`src/rtl/axi_wr_rr_arbiter.sv`:
```
// Two-requester round-robin arbiter for the AXI4 write path. It grants one whole burst
// (AW, then all W beats, then B) at a time and regenerates WLAST from AWLEN.
module axi_wr_rr_arbiter #(
  parameter int unsigned ID_W   = 8,
  parameter int unsigned ADDR_W = 16,
  parameter int unsigned DATA_W = 32,
  localparam int unsigned AW_W  = ID_W + ADDR_W + 8 + 3 + 2,
  localparam int unsigned W_W   = DATA_W + DATA_W / 8 + 1
) (
  input  logic                clk,
  input  logic                rst,
  input  logic [2*AW_W-1:0]   m_aw,
  input  logic [1:0]          m_awvalid,
  output logic [1:0]          m_awready,
  input  logic [2*W_W-1:0]    m_w,
  input  logic [1:0]          m_wvalid,
  output logic [1:0]          m_wready,
  output logic [2*ID_W-1:0]   m_bid,
  output logic [3:0]          m_bresp,
  output logic [1:0]          m_bvalid,
  input  logic [1:0]          m_bready,
  output logic [AW_W-1:0]     s_aw,
  output logic                s_awvalid,
  input  logic                s_awready,
  output logic [W_W-1:0]      s_w,
  output logic                s_wvalid,
  input  logic                s_wready,
  input  logic [ID_W-1:0]     s_bid,
  input  logic [1:0]          s_bresp,
  input  logic                s_bvalid,
  output logic                s_bready,
  output logic [1:0]          grant,
  output logic                wlast_err
);

  typedef enum logic [1:0] {StIdle, StAw, StW, StBr} state_e;

  state_e      state_q;
  logic [1:0]  grant_q;
  logic        last_q;
  logic [7:0]  beat_cnt_q;
  logic        wlast_err_q;

  logic            gi;
  logic [AW_W-1:0] aw_g;
  logic [W_W-1:0]  w_g;
  logic            wlast_gen;

  assign gi        = grant_q[1];
  assign aw_g      = gi ? m_aw[AW_W +: AW_W] : m_aw[0 +: AW_W];
  assign w_g       = gi ? m_w[W_W +: W_W] : m_w[0 +: W_W];
  assign wlast_gen = (beat_cnt_q == 8'd0);
  assign grant     = grant_q;
  assign wlast_err = wlast_err_q;

  always_comb begin
    s_aw      = aw_g;
    s_awvalid = 1'b0;
    m_awready = 2'b00;
    s_w       = {w_g[W_W-1:1], wlast_gen};
    s_wvalid  = 1'b0;
    m_wready  = 2'b00;
    s_bready  = 1'b0;
    m_bvalid  = 2'b00;
    m_bid     = '0;
    m_bresp   = 4'b0000;
    unique case (state_q)
      StAw: begin
        s_awvalid     = m_awvalid[gi];
        m_awready[gi] = s_awready;
      end
      StW: begin
        s_wvalid     = m_wvalid[gi];
        m_wready[gi] = s_wready;
      end
      StBr: begin
        s_bready     = m_bready[gi];
        m_bvalid[gi] = s_bvalid;
        m_bid        = gi ? {s_bid, {ID_W{1'b0}}} : {{ID_W{1'b0}}, s_bid};
        m_bresp      = gi ? {s_bresp, 2'b00} : {2'b00, s_bresp};
      end
      default: ;
    endcase
  end

  always_ff @(posedge clk or negedge rst) begin
    if (!rst) begin
      state_q     <= StIdle;
      grant_q     <= 2'b00;
      last_q      <= 1'b1;
      beat_cnt_q  <= 8'd0;
      wlast_err_q <= 1'b0;
    end else begin
      wlast_err_q <= 1'b0;
      case (state_q)
        StIdle: begin
          if (|m_awvalid) begin
            // On contention the requester that did not own the last burst wins.
            grant_q <= (m_awvalid == 2'b11) ? (last_q ? 2'b01 : 2'b10) : m_awvalid;
            state_q <= StAw;
          end
        end
        StAw: begin
          if (s_awvalid && s_awready) begin
            beat_cnt_q <= aw_g[12:5];
            state_q    <= StW;
          end
        end
        StW: begin
          if (s_wvalid && s_wready) begin
            wlast_err_q <= (w_g[0] != wlast_gen);
            beat_cnt_q  <= beat_cnt_q - 8'd1;
            if (wlast_gen) state_q <= StBr;
          end
        end
        StBr: begin
          if (s_bvalid && s_bready) begin
            last_q  <= gi;
            grant_q <= 2'b00;
            state_q <= StIdle;
          end
        end
        default: state_q <= StIdle;
      endcase
    end
  end

endmodule

```
`config.mk`:
```
export PLATFORM = sky130hd
export DESIGN_NAME = axi_wr_rr_arbiter
export DESIGN_NICKNAME = d
export VERILOG_FILES = /design/src/rtl/axi_wr_rr_arbiter.sv
export SDC_FILE = /design/constraint.sdc
export NUM_CORES = 1
export LEC_CHECK = 0
export ABC_CLOCK_PERIOD_IN_PS = 5000
export CORE_AREA = 2 2 107 109
export DETAILED_ROUTE_END_ITERATION = 6
export DIE_AREA = 0 0 109 111
export HOLD_SLACK_MARGIN = 0.02
export PLACE_DENSITY = 0.64
export SYNTH_ARGS = -nofsm -noshare
export SYNTH_HDL_FRONTEND = slang
export SYNTH_SLANG_ARGS = --single-unit
```
`constraint.sdc`:
```
create_clock -name clk -period 5 [get_ports clk]
set_input_delay 1 -clock clk [delete_from_list [all_inputs] [get_ports clk]]
set_output_delay 1 -clock clk [all_outputs]
set_load 0.005 [all_outputs]
```
# Yosys cells after proc, flatten, opt, wreduce, memory -nomap -nowiden
# Index checks and enable logic that the tools add are counted.
dict set report word_totals {
  regBits 14
  output_inout_bits 106
  wordCells 69
}
dict set report classes {
  n_addsub 1
  n_eq_ne 10
  reduce_logical 13
  order_cmp 2
  bitwise 3
  mux 35
}
# cell n
set op_table {}
lappend op_table {{37-bit 2-to-1 mux} 2}
lappend op_table {{16-bit 2-to-1 mux} 2}
lappend op_table {{2-bit 2-to-1 mux} 11}
lappend op_table {{8-bit 2-to-1 mux} 2}
lappend op_table {{8-bit case mux with 2 select lines} 1}
lappend op_table {{1-bit 2-to-1 mux} 12}
lappend op_table {{2-bit != test, second input constant} 5}
lappend op_table {{8-bit zero test} 1}
lappend op_table {{4-bit 2-to-1 mux} 2}
lappend op_table {{2-bit case mux with 4 select lines} 1}
lappend op_table {{8-bit by 1-bit subtractor with 8-bit output, second input constant} 1}
lappend op_table {{2-bit AND} 3}
lappend op_table {{2-bit equality test, second input constant} 3}
lappend op_table {{3-bit AND reduction} 2}
lappend op_table {{5-bit AND reduction} 1}
lappend op_table {{1-bit logical AND} 4}
lappend op_table {{2-bit case mux with 2 select lines} 1}
lappend op_table {{2-bit nonzero test} 2}
lappend op_table {{2-bit by 1-bit equality test with 1-bit output, second input constant} 1}
lappend op_table {{2-bit zero test} 1}
lappend op_table {{1-bit by 2-bit < comparator with 1-bit output, second input constant} 1}
lappend op_table {{2-bit AND reduction} 1}
lappend op_table {{2-bit OR reduction} 1}
lappend op_table {{1-bit demux with 1-bit select} 1}
lappend op_table {{other kinds (2)} 2}

# Longest topological paths before layout
dict set report logic_depth {
  ltp_word 6
  depth_mapped 9
  ltp_nobuf 7
}

# Worst setup path after synthesis
# OpenSTA, ideal clock, no wires.
dict set report synth_path {
  kind {register -> output}
  from {reg grant_q[1], in the netlist grant[1]}
  to {out s_aw[0]}
  path_slack_ps 2303
  stages_incl_launch_ff 5
  t_required_ps 4000
  t_arrival_ps 1697
  path_buffers 3
  path_cell_list {dfrtp_1 -> clkbuf_1 -> clkbuf_1 -> buf_1 -> mux2_2}
}
dict set report synth_between {
  elab_chain_cells 1
}
# item line_no
set synth_rtl {}
lappend synth_rtl {{start, declared} 39} ;# logic [1:0] grant_q;
lappend synth_rtl {{start signal, assigned} 99} ;# grant_q <= (m_awvalid == 2'b11) ? (last_q ? 2'b01 : 2'b10) : m_awvalid;
lappend synth_rtl {{37-bit 2-to-1 mux} 50} ;# assign aw_g = gi ? m_aw[AW_W +: AW_W] : m_aw[0 +: AW_W];
lappend synth_rtl {{end, declared} 22} ;# output logic [AW_W-1:0] s_aw,
# Every way passes these cells.

# Final worst setup path
dict set report layout_path {
  from {reg grant_q[1], in the netlist grant[1]}
  to {out s_w[28]}
}
dict set report layout_between {
  elab_chain_cells 1
}
# item line_no
set layout_rtl {}
lappend layout_rtl {{37-bit 2-to-1 mux} 51} ;# assign w_g = gi ? m_w[W_W +: W_W] : m_w[0 +: W_W];
lappend layout_rtl {{end, declared} 25} ;# output logic [W_W-1:0] s_w,
# Every way passes these cells.

==> impl_metrics.tcl <==
set metrics [dict create \
    status "completed" \
    row_count 39 \
    wl_met1_mm 4.99 \
    dp.cells 629 \
    ctsHtreeMaxLevel 1 \
    ys_warn_count 0 \
    leakagePower_nw 1.90 \
    synth_edf_count 0 \
    synth.most_common_cell "mux2_2" \
    initial_core_util_pct 18.2 \
    fin_skew_ns 0.00195 \
    maxSlewHeadroom_pct 46.5 \
    fp.dieW_um 109 \
    setup_tns_ns 0 \
    antenna_found_initial 0 \
    numCtsBuffers 3 \
    post_cts_resized 0 \
    drt-initial-drc-count 140 \
    grt_pass1_wl_mm 17.4 \
    clkSlewWorstSetupHoldPaths_ns 0.05 \
    chipHeight_um 111 \
    track_usage_pct 18.9 \
    rsz0062_at_grt "false" \
    stdcell_count 633 \
    routed_via_density 4.31 \
    cts.sinks 14 \
    grt_max_degree 61 \
    routed.top_layer "met4" \
    coreArea_um2 11100 \
    cts_tree "built" \
    wl_mm 11.6 \
    pre_cts_slack_ns 1.64 \
    crit_fanout 60 \
    cp-start-kind "flop" \
    endpoint_kind "output port" \
    wl_met3_um 930 \
    period_needed_ns 3.57 \
    area_growth_pct 146 \
    die_area_um2 12100 \
    ys.flop_type "dfrtp_1" \
    clock_path_buffers 2 \
    holdBufCountCts 0 \
    cts-root-buf "clkbuf_16" \
    syn_inst 228 \
    io_pins 275 \
    critPathKind "flop to output port" \
    finalSetupViolCount 0 \
    drv_slew 0 \
    grt_pass1_vias 2891 \
    portBuffers 274 \
    drc 0 \
    ys_types 41 \
    yosysSeqAreaShare_pct 17.4 \
    synthArstFlopShare_pct 100 \
    syn_nets 403 \
    maxCapViolations 0 \
    worst_hold_slack_ns 0.492 \
    setup_slack_ns 1.43 \
    final_layout_size_suffix_gt1_share_pct 18.0 \
    grt_overflow 0 \
    synth_common_cells "mux2_2, nor2_1, and3_1, dfrtp_1, nand2_1" \
    power_density_nw_per_um2 353 \
    worstHoldPathType "flop to flop" \
    peakVddDrop_mv 0.220 \
    gp_congestion 0.856 \
    dp_hpwl_mm 9.82 \
    clkLatencyLatePin_ns 0.25 \
    fill_cells 1067 \
    antenna-diode-count 0 \
    synth.area.top_cells "mux2_2, dfrtp_1, and3_1" \
    dr.pass1.iters 4 \
    finalCritPeriodShare_pct 71.3 \
    nets 666 \
    hold_violations 0 \
    postRouteAntennaNets 0 \
    synth.top_cell.area_share_pct 41.2 \
    route.met2.wl_mm 5.54 \
    fmax_mhz 280 \
    syn-cell-area_um2 2020 \
    wl_per_cell_um 18.3 \
    avgSynthCellArea_um2 8.86 \
    reg2reg_slack_ns 2.07 \
    worst_pin_slew_ns 0.798 \
    post_cts_buffers 0 \
    vias 2731 \
    cp.arrival_ns 2.57 \
    required_ns 4.00 \
    synth_area_leader_cell "mux2_2" \
    ys_ff_latch 14 \
]
[report_power, final]
group / switching (mW) / total (mW) / internal [mW]
Clock: 0.0482 / 0.170 / 0.121
Sequential: 0.125 / 0.298 / 0.173
Combinational: 0.474 / 1.28 / 0.810
Total: 0.648 / 1.75 / 1.10
[metal layers]
metal | track usage [%] | vias up
met3 | 6.00 | 11
met4 | 2.74 | 0
met5 | 0 | -
met2 | 30.1 | 102
met1 | 25.3 | 1270
li1 | - | 1348
[kinds of logic after synthesis]
family	share of synthesized area [%]
xor+xnor	0.434
simple gates	20.9
mux	43.8
compound gates	8.36
buf+inv	5.39
flops	17.4
fa+ha+maj	3.72
[worst max-delay path, cell delays in order, from the launching register on]
cell and delay, ns:
dfrtp_4 0.92, buf_4 0.52, mux2_2 0.39, clkdlybuf4s50_1 0.47
[cells in the final DEF (no fill, tap or decap), types with 2 or more instances in the layout]
master	instances
and2_1	12
and3_1	13
clkbuf_16	3
clkdlybuf4s50_1	274
dfrtp_1	12
ha_1	6
inv_1	8
mux2_2	74
mux2i_1	4
nand2_1	13
nand3_1	4
nand3b_1	2
nor2_1	17
nor2b_1	2
nor3_1	7
nor3b_1	2
o21ai_0	5
o21ai_1	4
o32ai_1	4
or3_1	2
[registers in the layout, indices dropped and copies added (netlist names)]
register	count
beat_cnt_q	8
wlast_err	1
grant	2
state_q	2
last_q	1
[path summary, 6_finish.rpt]
path	startpoint	end	depth (start not counted)
setup / recovery	grant[1]	s_w[28]	3
hold / removal	grant[0]	grant[0]	2
setup reg to reg	grant[1]	beat_cnt_q[3]	6
hold reg to reg	grant[0]	grant[0]	2
max in group asynchronous	rst	grant[1]	1
min in group asynchronous	rst	beat_cnt_q[3]	1
[cell type report]
class                   count  area (µm²)  share of cell area (%)
inverters                   9        33.8                   0.680
clock buffers               4        88.8                    1.79
repair buffers            275        2750                    55.4
well taps                 143         179                    3.60
flip-flops and latches     14         355                    7.15
multi-input cells         188        1560                    31.4
[stage by stage]
| stage | power, mW | cell area, µm² | util (%) |
|---|---|---|---|
| after CTS | 1.77 | 4970 | 44.8 |
| after detailed placement | 1.58 | 4880 | 44.0 |
| after global routing | 1.89 | 4970 | 44.8 |
| after global placement | 1.57 | 4880 | 44.0 |
| final | 1.75 | 4970 | 44.8 |
| after floorplan | 0.891 | 2020 | - |
Power figures use the tool's default switching activity.
==> RTL change, RTL diff (same flow settings) <==
Set the parameter `DATA_W` to 28 (it was 32).
--- a/src/rtl/axi_wr_rr_arbiter.sv
+++ b/src/rtl/axi_wr_rr_arbiter.sv
@@ -5,3 +5,3 @@
   parameter int unsigned ADDR_W = 16,
-  parameter int unsigned DATA_W = 32,
+  parameter int unsigned DATA_W = 28,
   localparam int unsigned AW_W  = ID_W + ADDR_W + 8 + 3 + 2,
Ports: changed (resized m_w and s_w); port bits go from 275 to 260. No check against the original RTL was run, so the function may have changed too.
==> RTL change against the original RTL <==
- final area fell by 4.4%
- sequential share of layout area up 0.33 points
- worst hold slack better by 0.0047 ns
- routed wire length shrank 10%
- sequential cell count did not move
- synthesized area shrank 3.8%
- utilization shrank 2.0 points
- synthesized cell count shrank 2.6%
- final cell count down 3.0%
- setup slack better by 0.065 ns
- power decreased by 6.8%
- largest cell class unchanged
==> RTL change: results <==
[global_route]
grt_use_met3_pct = 2.65
antenna_found_initial = 0
use_met1_pct = 18.9
use_met2_pct = 28.6
grt_max_degree = 46
grt_pass1_wl_um = 14700
grt_pass1_vias = 2633
grt_usage_pct = 15.7

[sta]
relSlewSlack_pct = 46.0
hold_viol = 0
skew_ns = 0.00518

[routing]
wl_per_cell_um = 17.0
vias = 2677
first_pass_iters = 4
wl_met1_um = 4300
dr_wl_met2_um = 5130
drt-initial-drc-count = 119
met3_length_um = 832
viasPerCell = 4.36

[placed_design]
place.gp.congestion = 0.830
numPortBuffers = 259
dpl_cell_area_um2 = 4670
hpwl_um = 8780
placed_cells = 610

[critical_path]
rr_worst_depth = 7
critPathCapture = "m_bid[7]"
crit_path_max_fanout = 15
cp_slowest_stage_delay_ns = 0.51
r2r_setup_slack_ns = 2.73
crit_path_start = "state_q[0]$_DFFE_PN0P_"
crit_arrival_ns = 2.50
crit_slowest_cell = "clkdlybuf4s50_1"

[logic_synthesis]
synthAdderAreaFrac_pct = 3.86
ys.flop_type = "dfrtp_1"
synth_mux_area_share_pct = 42.6
synth_cell_types = 39
seq_area_frac_synth_pct = 18.1
yosys_warnings = 0
synth_area_per_cell_um2 = 8.76
synth_fp_nets = 387
async_flop_share_pct = 100
yosys-top-cells-area = "mux2_1 (35%), dfrtp_1 (17%), mux2_2 (5.2%)"
synthTopCellsByCount = "mux2_1 (61), nor2_1 (18), and3_1 (13), dfrtp_1 (13), nand2_1 (13)"
synth_xor_area_share_pct = 0.450
synth-compound-area-share_pct = 8.30

[clock_network]
root_buffer = "clkbuf_16"
numCtsBuffers = 3

[power_and_ir_drop]
ir_worst_vdd_v = 0.000164
seq_power_uw = 276
design_power_total_mw = 1.63
pg_comb_mw = 1.20
leakage_nw = 1.83
p_int_mw = 1.01

[finish]
nets = 637
fill_cells = 1097
drive_gt1_share_pct = 4.25

[flow_run]
maxCapViolations = 0

[min_path]
min_from = "beat_cnt_q[1]$_DFFE_PN0P_"
holdPathEnd = "beat_cnt_q[1]$_DFFE_PN0P_"

[status]
outcome = "finished clean"
## RTL change: cell count changes after synthesis, sizes merged
cell	delta
buf	+3
mux2	-5
clkbuf	-4
## RTL change: metrics by stage
| stage | setup WS [ns] | hold slack, ns |
|---|---|---|
| 6_report | 1.50 | 0.497 |
| 4_1_cts | 1.52 | 0.501 |
| 5_1_grt | 1.30 | 0.523 |
| 3_3_place_gp | 1.72 | 0.480 |
| 3_5_place_dp | 1.71 | 0.490 |
| 2_1_floorplan | 2.37 | 0.469 |
## RTL change: critical path, delay by kind of cell, from the launching register on
kind                       cells  cell delay, ns
adders and majority gates      1            0.49
buffers and inverters          2            0.70
and+or+nand+nor                2            0.65
DFF                            1            0.40
## RTL change: cell type report
type                    instances  area [um2]  area share (%)
repair buffers                261        2610            54.9
well taps                     143         179            3.77
clock buffers                   4        78.8            1.66
multi-input cells             183        1490            31.5
inverters                       9        33.8           0.711
flip-flops and latches         14         355            7.48
